===== config.mk =====
export PLATFORM = sky130hd
export DESIGN_NAME = cpu_clock_ctrl
export DESIGN_NICKNAME = d
export VERILOG_FILES = /design/src/rtl/cpu_clk_pkg.sv /design/src/rtl/tick_prescaler.sv /design/src/rtl/cpu_clock_ctrl.sv
export SDC_FILE = /design/constraint.sdc
export NUM_CORES = 1
export LEC_CHECK = 0
export BUFFER_PORTS_ARGS = -buffer_cell sky130_fd_sc_hd__buf_2
export CAP_MARGIN = 20
export CORE_ASPECT_RATIO = 1.75
export CORE_MARGIN = 1
export CORE_UTILIZATION = 40
export CTS_BUF_LIST = sky130_fd_sc_hd__clkbuf_8
export CTS_CLUSTER_DIAMETER = 120
export DETAILED_ROUTE_END_ITERATION = 10
export PLACE_DENSITY = 0.69
export SYNTH_ARGS = -nofsm -noshare
export SYNTH_HDL_FRONTEND = slang
export SYNTH_HIERARCHICAL = 1
export SYNTH_SLANG_ARGS = --single-unit

===== constraint.sdc =====
create_clock -name clk -period 6.65 [get_ports clk]
set_input_delay 0.9975 -clock clk [delete_from_list [all_inputs] [get_ports clk]]
set_output_delay 0.9975 -clock clk [all_outputs]
set_load 0.005 [all_outputs]

===== src/rtl/cpu_clk_pkg.sv =====
// Shared types and defaults for the CPU clock sequencer (cpu_clock_ctrl).
// State encodings are fixed: IDLE=00, RUN=01, STEP=10; 11 is unused.
package cpu_clk_pkg;

  localparam int DIV_W_DEF = 8;
  localparam int CNT_W_DEF = 16;

  typedef enum logic [1:0] {
    IDLE = 2'b00,
    RUN  = 2'b01,
    STEP = 2'b10
  } cpu_state_e;

endpackage : cpu_clk_pkg


===== src/rtl/tick_prescaler.sv =====
// Prescaler for the CPU tick: counts clk cycles and flags a tick when the
// count reaches the divide value. div is compared live, so lowering it ticks at once.
module tick_prescaler
  import cpu_clk_pkg::*;
#(
  parameter int DIV_W = DIV_W_DEF
) (
  input  logic             clk,
  input  logic             reset_n,
  input  logic             clear,
  input  logic             enable,
  input  logic [DIV_W-1:0] div,
  output logic             tick
);

  logic [DIV_W-1:0] pre;

  assign tick = enable && (pre >= div);

  // NOTE: sequential state is always assigned with <= so every register
  // samples the pre-edge value of its neighbours regardless of block order.
  always_ff @(posedge clk) begin
    if (!reset_n) begin
      pre <= '0;
    end else if (clear || tick) begin
      pre <= '0;
    end else begin
      pre <= pre + DIV_W'(1);
    end
  end

endmodule : tick_prescaler


===== src/rtl/cpu_clock_ctrl.sv =====
// Run/halt/single-step sequencer issuing the one-cycle CPU tick_en qualifier.
// Optional breakpoint on the retired-cycle count when CPU_CLK_BREAKPOINT_EN is defined.
module cpu_clock_ctrl
  import cpu_clk_pkg::*;
#(
  parameter int DIV_W = DIV_W_DEF,
  parameter int CNT_W = CNT_W_DEF
) (
  input  logic             clk,
  input  logic             reset_n,
  input  logic             start,
  input  logic             stop,
  input  logic             step,
  input  logic             clr_cnt,
  input  logic [DIV_W-1:0] div,
`ifdef CPU_CLK_BREAKPOINT_EN
  input  logic             bp_en,
  input  logic [CNT_W-1:0] bp_value,
  output logic             bp_hit,
`endif
  output logic             tick_en,
  output logic [1:0]       state,
  output logic [CNT_W-1:0] cycle_cnt,
  output logic             busy
);

  cpu_state_e state_q;
  cpu_state_e state_d;
  logic       tick;
  logic       pre_clear;
  logic       bp_trip;

  assign state   = state_q;
  assign busy    = (state_q != IDLE);
  assign tick_en = tick;

  // Prescaler restarts on every state change and is held at zero while idle.
  assign pre_clear = (state_q == IDLE) || (state_d != state_q);

  tick_prescaler #(
    .DIV_W (DIV_W)
  ) u_prescaler (
    .clk     (clk),
    .reset_n (reset_n),
    .clear   (pre_clear),
    .enable  (busy),
    .div     (div),
    .tick    (tick)
  );

`ifdef CPU_CLK_BREAKPOINT_EN
  // Compare against the count this tick produces, not the current one.
  assign bp_trip = tick && (state_q == RUN) && bp_en &&
                   ((cycle_cnt + CNT_W'(1)) == bp_value);
`else
  assign bp_trip = 1'b0;
`endif

  // NOTE: state_d gets a default before the case so no path leaves it
  // unassigned, which would otherwise infer a latch.
  always_comb begin
    state_d = state_q;
    case (state_q)
      IDLE: begin
        if (start)     state_d = RUN;
        else if (step) state_d = STEP;
      end
      RUN: begin
        if (stop || bp_trip) state_d = IDLE;
      end
      STEP: begin
        if (stop)       state_d = IDLE;
        else if (start) state_d = RUN;
        else if (tick)  state_d = IDLE;
      end
      default: state_d = IDLE;
    endcase
  end

  always_ff @(posedge clk) begin
    if (!reset_n) begin
      state_q <= IDLE;
    end else begin
      state_q <= state_d;
    end
  end

  always_ff @(posedge clk) begin
    if (!reset_n) begin
      cycle_cnt <= '0;
    end else if (clr_cnt) begin
      cycle_cnt <= '0;
    end else if (tick) begin
      cycle_cnt <= cycle_cnt + CNT_W'(1);
    end
  end

`ifdef CPU_CLK_BREAKPOINT_EN
  // Sticky flag; a new trip outranks a coincident clearing request.
  always_ff @(posedge clk) begin
    if (!reset_n) begin
      bp_hit <= 1'b0;
    end else if (bp_trip) begin
      bp_hit <= 1'b1;
    end else if (start || step) begin
      bp_hit <= 1'b0;
    end
  end
`endif

endmodule : cpu_clock_ctrl


# After elaboration in Yosys (flattened, before gate mapping)
# Cells that the tools add are included.
[word_totals]
input_bits = 14
out_inout_bits = 20
mem_bits_ro = 0
memories = 0
ram_bits = 0
wordCells = 24
register_bits = 26
latchBits = 0
[classes]
multipliers = 0
n_reduce_logical = 7
n_shift = 0
n_mux = 7
bitwise = 1
n_div = 0
n_eq_ne = 3
n_lt_le_gt_ge = 1
n_addsub = 2
[ops]
columns = ["op", "n"]
rows = [
  ["$add A16 B1 Y16 const B", 1],
  ["$mux W2", 6],
  ["$add A8 B1 Y8 const B", 1],
  ["$ge A8 B8 Y1", 1],
  ["$pmux W2 S3", 1],
  ["$reduce_or A2 Y1", 2],
  ["$eq A2 B1 Y1 const B", 1],
  ["$eq A2 B2 Y1 const B", 1],
  ["$logic_not A2 Y1", 1],
  ["$logic_or A1 B1 Y1", 2],
  ["$ne A2 B2 Y1", 1],
  ["$reduce_bool A2 Y1", 1],
  ["$logic_and A1 B1 Y1", 1],
  ["$not A1 Y1", 1],
]

# Logic depth before layout (Yosys ltp)
# Gate-level depths: netlist of the first run.
[depth]
word_depth = 10
ltp_mapped = 12
ltp_nobuf = 9

# Cells and area by module
# Netlist of the first run, hierarchy kept.
[modules_own_cells]
columns = ["mod", "seq_area_each_um2", "area_each_um2", "n_inst", "cells_each"]
rows = [
  ["cpu_clock_ctrl", 360.3, 890.9, 1, 96],
  ["tick_prescaler", 160.2, 568.0, 1, 60],
]

# Worst setup path after synthesis of the first run
# No wires, ideal clock.
[synth_path]
path_kind = "input to register"
startpoint = "input div[7]"
endpoint = "register u_prescaler.pre[2]"
required_ns = 6.575
setup_time_ns = 0.075
slack_ns = 3.412
path_stages = 12
arrival_time_ns = 3.163
path_buffers = 3
cell_sequence = "inv_1 -> ha_1 -> and3_4 -> a221o_1 -> a22o_1 -> buf_6 -> buf_4 -> nor4b_1 -> o21bai_1 -> nand2b_1 -> buf_1 -> nor3_2"
[synth_via]
elab_chain_len = 10
[synth_lines]
columns = ["item", "line", "rtl"]
rows = [
  ["start, declared", "cpu_clock_ctrl.sv:15", "input logic [DIV_W-1:0] div,"],
  ["$ge A8 B8 Y1", "tick_prescaler.sv:18", "assign tick = enable && (pre >= div);"],
  ["$logic_and A1 B1 Y1", "tick_prescaler.sv:18", ""],
  ["named net tick_en", "cpu_clock_ctrl.sv:21", "output logic tick_en,"],
  ["$mux W2", "cpu_clock_ctrl.sv:74", "else if (tick) state_d = IDLE;"],
  ["$mux W2", "cpu_clock_ctrl.sv:73", "else if (start) state_d = RUN;"],
  ["$mux W2", "cpu_clock_ctrl.sv:72", "if (stop) state_d = IDLE;"],
  ["$pmux W2 S3", "cpu_clock_ctrl.sv:63", "case (state_q)"],
  ["$ne A2 B2 Y1", "cpu_clock_ctrl.sv:38", "assign pre_clear = (state_q == IDLE) || (state_d != state_q);"],
  ["$logic_or A1 B1 Y1", "cpu_clock_ctrl.sv:38", ""],
  ["named net pre_clear", "cpu_clock_ctrl.sv:30", "logic pre_clear;"],
  ["$logic_or A1 B1 Y1", "tick_prescaler.sv:25", "end else if (clear || tick) begin"],
  ["$reduce_or A2 Y1 (no line)", "n/a", ""],
  ["end signal, assigned", "tick_prescaler.sv:28", "pre <= pre + DIV_W'(1);"],
  ["end, declared", "tick_prescaler.sv:16", "logic [DIV_W-1:0] pre;"],
]
# The timed path passes the listed nets, and every way through them passes these cells.
# A chain may end at the register's enable or synchronous reset.

# Worst setup path in the final report of the first run
[layout_path]
startpoint = "input div[7]"
endpoint = "output tick_en"
[layout_via]
elab_chain_len = 2
[layout_lines]
columns = ["item", "line"]
rows = [
  ["$ge A8 B8 Y1", "tick_prescaler.sv:18"],
  ["$logic_and A1 B1 Y1", "tick_prescaler.sv:18"],
  ["end, declared", "cpu_clock_ctrl.sv:21"],
]
# No other way between the ends.

==> summary.md, run 1 <==
| Metric | Value |
|---|---|
| Status | `complete, no violations` |
| Synth Cell Area | `roughly 1500 um^2` |
| Setup CP Type | `input pin to output pin` |
| Initial antenna violation count | `0` |
| Startpoint Class | `input pin` |
| Hold Crit Depth | `1` |
| Vias | `1158` |
| Top FF cell, synth | `dfxtp_1` |
| Min Tclk post-route | `between 3 and 4 ns` |
| Final wirelength | `~2600 um` |
| Router iterations before antenna repair | `2` |
| Non-filler instance count after layout | `roughly 230` |
| Layout Nets | `~210` |
| CTS Buffer Depth | `2` |
| Fin Hold WS | `between 0.5 and 0.6 ns` |
| Worst Hold Path EP | `u_prescaler/pre[0]$_SDFF_PP0_` |
| DRT iter0 DRCs | `14` |
| Ant. Diodes | `0` |
| WL/cell | `11.3 um` |
| Reg clk slew, reported paths | `approximately 0.080 ns` |
| Core area | `approximately 3400 um^2` |
| Slew Limit Fails | `0` |
| Residual DRC count | `0` |
| Grt total ovfl | `0` |
| Most numerous cell in the Yosys netlist | `dfxtp_1` |
| Die height | `between 80 and 90 um` |
| Worst-path cell chain | `buf_2, inv_1, ha_1, and3_4, o2111a_1, a22o_1, buf_2` |
| Largest net degree at the start of global routing | `18` |
| Synth top area share | `0.357` |
| Dpl cells | `228` |
| Worst skew pair latency | `around 0.27 ns` |
| Fmax achieved | `around 270 MHz` |
| Post-cts sizing count | `0` |
| Final Cell Area | `between 1500 and 2000 um^2` |
| Clock Skews | `roughly 0.0070 ns` |
| RSZ-0062 raised after global routing | `no` |
| Area after DPL | `1640 um^2` |
| Setup WS post-layout | `2.97 ns` |
| Hold/Removal Path Class | `flip-flop to flip-flop` |
| Cell Pwr Density | `177 nW/um^2` |
| Critical path endpoint category | `output pin` |
| Vias per cell | `4.99` |
| Syn-to-layout area delta | `17.2%` |
| Cell taking the most area after synthesis | `dfxtp_1` |
| Crit path max fanout | `17` |
| Post-CTS setup buffers | `0` |
| CP Depth | `7` |
| Synthesized flop and latch total | `26` |
| Initial Util | `0.425` |
| Fillers | `approximately 380` |
| Register area | `520 um^2` |
| Clock sinks | `26` |
| Max-cap violation count | `0` |
| Die X | `roughly 48 um` |
| Vias in the first global route | `about 1100` |
| Setup WS pre-CTS | `around 2.9 ns` |
| Ys async rst share | `0` |
| Fin. Hold Viols | `0` |
| Tcrit/Tclk final | `0.554` |
| Count of cell types in the netlist | `37` |
| Arr. time, crit path | `roughly 2.7 ns` |
| Crit path buf inv count | `3` |
| FF-to-FF Start | `u_prescaler/pre[5]$_SDFF_PP0_` |
| Crit path largest cell delay | `0.69 ns` |
| Antenna Violating Nets Remaining | `0` |
| Layout cells sized above 1 | `0.299` |
| First-pass GRT wire length | `around 4600 um` |
| Mean Syn Cell Area | `slightly above 9 um^2` |
| R2R depth | `8` |
| Max transition margin | `0.439` |
| Total CTS buffers | `3` |
| DP Wirelength | `2070 um` |
| Crit path required time | `around 5.7 ns` |
| Gpl congestion | `~0.72` |
| Final setup violation count | `0` |
| GRT Util Overall | `0.156` |
| CTS tree | `yes` |
| TNS Setup | `0 ns` |
| Area taken by multi-input logic gates | `between 800 and 900 um^2` |
| Worst reg2reg path endpoint | `u_prescaler/pre[2]$_SDFF_PP0_` |
| Top Ports | `34` |
| IR drop worst, VDD | `between 0.15 and 0.2 mV` |
| Critical path's slowest cell | `a22o_1` |
| CTS Hold Buffers Added | `0` |
| Synth top area cells | `dfxtp_1 (36%), ha_1 (8.6%), xnor2_1 (7.2%)` |
| Synth Warn # | `6` |
| Root buf cell | `clkbuf_8` |
| CP delay by family, top | `compound AO/OA/AOI/OAI gates` |
| PortBufs | `33` |
| Worst Tran Pin Value | `0.841 ns` |
| Post-synth EDFFs | `0` |
| Htree depth | `1` |
| Hold Crit Start | `u_prescaler/pre[0]$_SDFF_PP0_` |
| Seq/Total Area, Yosys | `0.357` |
| Post-Route Utilization | `0.498` |
| CP most frequent cell | `buf_2` |
| R2R setup slack | `between 3 and 4 ns` |
| Synth cell count leaders | `dfxtp_1 (26), nor2_1 (18), inv_1 (13)` |
| Die Area | `about 4000 um^2` |
| Mapped Cells | `156` |
| Row count | `28` |
| Synth Net Count | `180` |
| Pwr Total | `303 uW` |
| Static Leak | `a little over 0.7 nW` |
[cells by family (layout without fill, tap and decap cells)]
kind of cell,Yosys count,after routing,synth area share
xor+xnor,18,18,0.108
compound gates,15,15,0.0712
mux,2,2,0.0137
simple gates,66,66,0.303
flops,26,26,0.357
fa+ha+maj,10,10,0.0858
buf+inv,19,50,0.0618
[how the worst max path moves through the flow]
stage          slack [ns]                             to   start
2_1_floorplan        3.41  u_prescaler/pre[2]$_SDFF_PP0_  div[7]
3_3_place_gp         2.99                        tick_en  div[7]
3_5_place_dp         2.94                        tick_en  div[7]
4_1_cts              2.94                        tick_en  div[7]
5_1_grt              2.84                        tick_en  div[5]
6_report             2.97                        tick_en  div[7]
[cells in the final DEF, fill, tap and decap left out, types with 2 or more instances in the layout]
cell / instances
nor3_2: 8
nand3_1: 5
nor2b_1: 2
buf_2: 33
nor4b_1: 2
xnor2_1: 12
a21oi_1: 3
nand4_1: 3
o21ai_0: 3
nand2_1: 7
dfxtp_1: 26
nor4_2: 4
mux2i_1: 2
ha_1: 10
nor3_1: 5
o21bai_1: 2
nand4_4: 2
xor2_1: 6
clkbuf_8: 3
nand2b_1: 2
nor2_1: 18
nand3_2: 2
inv_1: 13
or3_1: 2
[sequential cells by signal (all words and copies together), names as in the netlist]
name / flops
state: 2
u_prescaler/pre: 8
cycle_cnt: 16
[area by class of cell]
type / instances / area share
clock buffers: 3 / 0.0241
clock inverters: 1 / 0.0176
inverters: 13 / 0.0285
multi-input cells: 111 / 0.496
flip-flops and latches: 26 / 0.304
well taps: 45 / 0.0329
repair buffers: 33 / 0.0966
[worst register-to-register path, stage by stage (launching register included)]
cell and delay (ns):
dfxtp_1 0.40, ha_1 0.26, and3_4 0.18, a221o_1 0.34, a22o_1 0.47, nor4b_1 0.41
o21bai_1 0.08, nand2b_1 0.33, nor3_2 0.23
[metal layers]
metal	GRT usage	wire, um
met2	0.301	1400
met4	0.0500	27
met5	0	0
met1	0.161	1110
met3	0.0198	84
[power breakdown]
part | total, mW | leakage, nW | internal [mW] | switching, mW
Combinational | 0.0174 | 0.469 | 0.00836 | 0.00908
Clock | 0.128 | 0.0357 | 0.0804 | 0.0472
Sequential | 0.158 | 0.210 | 0.157 | 0.00152
Total | 0.303 | 0.715 | 0.245 | 0.0578
No activity file was read; power rests on OpenSTA's default activity.
==> run 2: changes to the inputs <==
==> constraint.sdc (replaced) <==
create_clock -name clk -period 3.59 [get_ports clk]
set_input_delay 0.5385 -clock clk [delete_from_list [all_inputs] [get_ports clk]]
set_output_delay 0.5385 -clock clk [all_outputs]
set_load 0.005 [all_outputs]
==> run 2 against run 1 <==
Clock power is 88% higher. First-iteration DRC count shrank 64%. Die area is the same. Sequential cell count is the same. Non-clock buffer count is the same. Clock skew is 0.0014 ns higher. Global-route usage shrank 0.41 points. Critical path depth rose by 3. Design area unchanged.
==> summary.md, run 2 (synthesis gave the netlist of run 1 again) <==
| Metric | Value |
|---|---|
| Post-Route Utilization | `0.498` |
| CTS Buffer Depth | `2` |
| Layout Nets | `212` |
| Grt total ovfl | `0` |
| Non-filler instance count after layout | `around 230` |
| Worst reg2reg path endpoint | `u_prescaler/pre[2]$_SDFF_PP0_` |
| Final Cell Area | `1710 um^2` |
| Worst Hold Path EP | `state[1]$_SDFF_PN0_` |
| Max reg flops | `16` |
| M2 GR Usage | `0.286` |
| Pwr Total | `between 500 and 600 uW` |
| Ant. Diodes | `0` |
| Vias | `between 1000 and 1500` |
| Layout cells sized above 1 | `0.299` |
| Worst skew pair latency | `about 0.27 ns` |
| Gpl congestion | `0.702` |
| Setup WS post-layout | `~0.84 ns` |
| Setup WS pre-CTS | `0.537 ns` |
| Startpoint Class | `input pin` |
| Worst Tran Pin Value | `roughly 0.8 ns` |
| WL/cell | `~12 um` |
| Total CTS buffers | `3` |
| Die height | `81.9 um` |
| Setup CP Type | `input pin to flip-flop` |
| DP Wirelength | `between 2000 and 2500 um` |
| GRT Util Overall | `0.152` |
| R2R depth | `8` |
| Syn-to-layout area delta | `17.2%` |
| PortBufs | `33` |
| CTS tree | `yes` |
| Htree depth | `1` |
| Commonest non-fill, non-tap cells in the layout | `buf_2 (33), dfxtp_1 (26), nor2_1 (18), inv_1 (13), xnor2_1 (12)` |
| Dpl cells | `228` |
| Slew Limit Fails | `0` |
| Die X | `47.7 um` |
| Clock Skews | `0.00842 ns` |
| Max transition margin | `0.458` |
| Largest net degree at the start of global routing | `18` |
| Max-cap violation count | `0` |
| Cell Pwr Density | `~330 nW/um^2` |
| Post-cts sizing count | `0` |
| Top Ports | `34` |
| Row count | `28` |
| Crit path max fanout | `17` |
| CTS Hold Buffers Added | `0` |
| Area after DPL | `1640 um^2` |
| Fmax achieved | `around 360 MHz` |
| Fin. Hold Viols | `0` |
| Fillers | `359` |
| Clock sinks | `26` |
| Top Usage Layer GRT | `met2` |
| First-pass GRT wire length | `between 4000 and 5000 um` |
| Antenna Violating Nets Remaining | `0` |
| FF-to-FF Start | `u_prescaler/pre[5]$_SDFF_PP0_` |
| Area taken by multi-input logic gates | `about 850 um^2` |
| Status | `complete, no violations` |
| Fin Hold WS | `around 0.48 ns` |
| Hold Crit Start | `start` |
| Critical path endpoint category | `flip-flop` |
| TNS Setup | `0 ns` |
| Initial Util | `0.425` |
| Most common cell after layout, fill and taps aside | `buf_2` |
| Initial antenna violation count | `0` |
| Hold Crit Depth | `2` |
| Top reg by flops | `cycle_cnt` |
| Final wirelength | `around 2700 um` |
| M1 GR Usage | `0.160` |
| R2R setup slack | `0.85 ns` |
| Register area | `around 520 um^2` |
| RSZ-0062 raised after global routing | `no` |
| Tcrit/Tclk final | `0.767` |
| DRT iter0 DRCs | `5` |
| Post-CTS setup buffers | `0` |
| Vias per cell | `roughly 5` |
| Core area | `3430 um^2` |
| Reg clk slew, reported paths | `about 0.090 ns` |
| Min Tclk post-route | `around 2.8 ns` |
| Vias in the first global route | `1089` |
| Crit path required time | `about 3.8 ns` |
| Hold/Removal Path Class | `input pin to flip-flop` |
| Arr. time, crit path | `between 2 and 3 ns` |
| Grt met3 use | `0.0242` |
| Router iterations before antenna repair | `4` |
| Residual DRC count | `0` |
| Static Leak | `around 0.71 nW` |
| Final setup violation count | `0` |
| IR drop worst, VDD | `about 0.21 mV` |
| Root buf cell | `clkbuf_8` |
| Die Area | `a little under 4000 um^2` |
run 2: where the power goes:
group / internal [mW] / leakage, nW / total [mW] / switching (mW)
registers: 0.290 / 0.210 / 0.293 / 0.00299
logic: 0.0154 / 0.469 / 0.0323 / 0.0169
clock network: 0.149 / 0.0357 / 0.241 / 0.0917
run 2: layout make-up:
| cell class | instances | area share |
|---|---|---|
| clock buffer | 3 | 0.0241 |
| sequential | 26 | 0.304 |
| tap | 45 | 0.0329 |
| clock inverter | 1 | 0.0176 |
| inverter | 13 | 0.0285 |
| timing repair buffer | 33 | 0.0966 |
| multi-input combinational | 111 | 0.496 |
run 2: worst max-delay path, stage by stage:
cell      delay [ns]
buf_2           0.08
inv_1           0.03
ha_1            0.29
and3_4          0.18
a221o_1         0.33
a22o_1          0.46
nor4b_1         0.39
o21bai_1        0.08
nand2b_1        0.33
nor3_2          0.22
run 2: worst max path at each step:
stage / startpoint / to / slack, ns / cells past startpoint
after floorplan: div[7] / u_prescaler/pre[2]$_SDFF_PP0_ / 0.81 / 12
after global placement: div[7] / u_prescaler/pre[7]$_SDFF_PP0_ / 0.58 / 10
after detailed placement: div[7] / u_prescaler/pre[2]$_SDFF_PP0_ / 0.54 / 10
after CTS: u_prescaler/pre[5]$_SDFF_PP0_ / u_prescaler/pre[2]$_SDFF_PP0_ / 0.82 / 8
after global routing: div[6] / cycle_cnt[12]$_SDFFE_PP0P_ / 0.61 / 10
final: div[7] / u_prescaler/pre[2]$_SDFF_PP0_ / 0.84 / 10
run 2: metal layers:
| layer | wire [um] | vias up |
|---|---|---|
| li1 | - | 595 |
| met5 | 0 | - |
| met4 | 23 | 0 |
| met1 | 1110 | 545 |
| met3 | 91 | 2 |
| met2 | 1460 | 23 |
==> run 3: changes to the inputs <==
--- a/config.mk
+++ b/config.mk
@@ -13,7 +13,7 @@
 export CTS_BUF_LIST = sky130_fd_sc_hd__clkbuf_8
 export CTS_CLUSTER_DIAMETER = 120
 export DETAILED_ROUTE_END_ITERATION = 10
-export PLACE_DENSITY = 0.69
+export PLACE_DENSITY = 0.72
 export SYNTH_ARGS = -nofsm -noshare
 export SYNTH_HDL_FRONTEND = slang
 export SYNTH_HIERARCHICAL = 1
==> constraint.sdc (replaced) <==
create_clock -name clk -period 2.3 [get_ports clk]
set_input_delay 0.345 -clock clk [delete_from_list [all_inputs] [get_ports clk]]
set_output_delay 0.345 -clock clk [all_outputs]
set_load 0.005 [all_outputs]
==> run 3 against run 2 <==
Count of clock-buffer cells in the layout is 1 higher. Critical path depth is 1 lower. Utilization is 3.7 points higher. Die area stayed put. Non-clock buffer count is 11 higher. Global-route usage is 1.0 points higher. Routed wire length is 7.1% higher. Cell count is 4.7% higher. First-iteration DRC count grew to 3.0 times the previous value. Clock skew is 0.0057 ns lower.
==> summary.md, run 3 (synthesis gave the netlist of run 1 again) <==
| Metric | Value |
|---|---|
| Top Usage Layer GRT | `met2` |
| WL/cell | `about 12 um` |
| Status | `complete, no violations` |
| Clock Skews | `roughly 0.0028 ns` |
| Worst Tran Pin Value | `approximately 0.67 ns` |
| Min Tclk post-route | `between 2 and 2.5 ns` |
| Net switching fraction of the power | `0.214` |
| Antenna Violating Nets Remaining | `0` |
| Hold Crit Start | `start` |
| Total CTS buffers | `3` |
| Max reg flops | `16` |
| Internal power | `633 uW` |
| Crit path required time | `~2.5 ns` |
| Pwr Total | `806 uW` |
| Startpoint Class | `flip-flop` |
| Slew Limit Fails | `0` |
| Final setup violation count | `0` |
| Hold Crit Depth | `2` |
| Die Area | `3900 um^2` |
| Part of the power in registers | `0.565` |
| Worst skew pair latency | `roughly 0.26 ns` |
| Area taken by multi-input logic gates | `901 um^2` |
| M1 GR Usage | `0.161` |
| TNS Setup | `0 ns` |
| Worst-path cell chain | `ha_4, and3_4, a221o_1, a22o_4, nor4b_2, o21bai_1, nand2b_1, buf_4, nor3_2` |
| Crit path max fanout | `7` |
| Largest net degree at the start of global routing | `17` |
| Initial antenna violation count | `0` |
| Gpl congestion | `between 0.7 and 0.8` |
| Fin. Hold Viols | `0` |
| M2 GR Usage | `0.326` |
| Htree depth | `1` |
| Register area | `about 530 um^2` |
| Critical path's slowest cell | `dfxtp_4` |
| CP delay by family, top | `compound AO/OA/AOI/OAI gates` |
| Vias | `approximately 1200` |
| Most common cell after layout, fill and taps aside | `buf_2` |
| Ant. Diodes | `0` |
| IR drop worst, VDD | `about 0.48 mV` |
| Final wirelength | `~2900 um` |
| Commonest non-fill, non-tap cells in the layout | `buf_2 (33), dfxtp_1 (23), nor2_1 (18), xnor2_1 (12), buf_4 (11)` |
| GRT Util Overall | `0.163` |
| Worst Hold Path EP | `state[1]$_SDFF_PN0_` |
| Die X | `approximately 48 um` |
| Residual DRC count | `0` |
| Worst reg2reg path endpoint | `u_prescaler/pre[5]$_SDFF_PP0_` |
| CTS Buffer Depth | `2` |
| Cell Pwr Density | `438 nW/um^2` |
| R2R setup slack | `between 0.1 and 0.15 ns` |
| PortBufs | `33` |
| Logic pwr share | `0.073` |
| Tcrit/Tclk final | `0.942` |
| First-pass GRT wire length | `about 4700 um` |
| Sw power | `roughly 170 uW` |
| Clock sinks | `26` |
| Row count | `28` |
| Top reg by flops | `cycle_cnt` |
| Die height | `81.9 um` |
| Area after DPL | `about 1700 um^2` |
| DP Wirelength | `roughly 2300 um` |
| Initial Util | `0.425` |
| Crit path buf inv count | `1` |
| Fillers | `364` |
| Setup CP Type | `flip-flop to flip-flop` |
| Arr. time, crit path | `2.36 ns` |
| Vias per cell | `just under 5` |
| Top Ports | `34` |
| Fmax achieved | `462 MHz` |
| Max transition margin | `0.553` |
| Core area | `3430 um^2` |
| RSZ-0062 raised after global routing | `no` |
| R2R depth | `9` |
| Clock share of power | `0.361` |
| Hold/Removal Path Class | `input pin to flip-flop` |
| FF-to-FF Start | `u_prescaler/pre[6]$_SDFF_PP0_` |
| Max-cap violation count | `0` |
| CTS tree | `yes` |
| Layout cells sized above 1 | `0.394` |
| Grt total ovfl | `0` |
| Crit path largest cell delay | `between 0.3 and 0.4 ns` |
| Layout Nets | `223` |
| Vias in the first global route | `1147` |
| Static Leak | `approximately 0.77 nW` |
| DRT iter0 DRCs | `15` |
| Router iterations before antenna repair | `4` |
| Root buf cell | `clkbuf_8` |
| Syn-to-layout area delta | `26.0%` |
| Grt met3 use | `0.0198` |
| Reg clk slew, reported paths | `approximately 0.090 ns` |
| Final Cell Area | `approximately 1800 um^2` |
| Critical path endpoint category | `flip-flop` |
run 3: cell types whose count changed in the layout (fill, tap and decap cells not counted), sizes merged:
cell    change
buf        +11
bufinv      -1
clkbuf      +1
run 3: cell type report:
cell class,count,share of cell area
repair buffers,44,0.135
flip-flops and latches,26,0.287
multi-input cells,111,0.490
well taps,45,0.0306
clock buffers,4,0.0300
inverters,13,0.0279
run 3: power groups by stage:
stage	Combinational [mW]	Clock [mW]	Sequential [mW]
floorplan	0.0338	0	0.468
global placement	0.0577	0	0.467
detailed placement	0.0594	0	0.467
CTS	0.0603	0.297	0.456
global route	0.0684	0.320	0.456
finish	0.0592	0.291	0.456
run 3: worst max path at each step:
stage | startpoint | to | slack, ns | cells after the start
CTS | u_prescaler/pre[6]$_SDFF_PP0_ | u_prescaler/pre[3]$_SDFF_PP0_ | 0.02 | 9
global placement | div[6] | u_prescaler/pre[6]$_SDFF_PP0_ | -0.004 | 11
floorplan | u_prescaler/pre[7]$_SDFF_PP0_ | u_prescaler/pre[1]$_SDFF_PP0_ | 0.002 | 11
detailed placement | div[6] | u_prescaler/pre[6]$_SDFF_PP0_ | -0.04 | 11
finish | u_prescaler/pre[6]$_SDFF_PP0_ | u_prescaler/pre[5]$_SDFF_PP0_ | 0.13 | 9
global route | u_prescaler/pre[6]$_SDFF_PP0_ | u_prescaler/pre[2]$_SDFF_PP0_ | 0.02 | 9
run 3: metal layers:
layer / wire, um / up-vias
met5: 0 / -
met4: 29 / 0
met3: 90 / 2
met2: 1630 / 23
met1: 1130 / 563
li1: - / 619
run 3: stage by stage:
stage	hold slack (ns)	instances	worst slack [ns]	utilization
after floorplan	0.424	156	0.00173	-
after global placement	0.501	233	-0.00389	0.503
after detailed placement	0.512	233	-0.0420	0.503
after CTS	0.288	236	0.0247	0.520
after global routing	0.289	243	0.0189	0.535
final	0.291	243	0.135	0.535
run 3: repair_timing:
item | 4_1_cts | 5_1_grt
buffers inserted | 0 | 7
setup endpoints to repair | 1 | 7
gates resized for setup | 4 | 0
hold buffers | 0 | 0
endpoints found under the hold margin | 0 | 0
pin swaps | 0 | 1
run 3: worst reg2reg max path, stage by stage, from the launching register on:
cell and delay (ns):
dfxtp_4 0.37, ha_4 0.24, and3_4 0.17, a221o_1 0.32
a22o_4 0.25, nor4b_2 0.21, o21bai_1 0.09, nand2b_1 0.16
buf_4 0.18, nor3_2 0.10
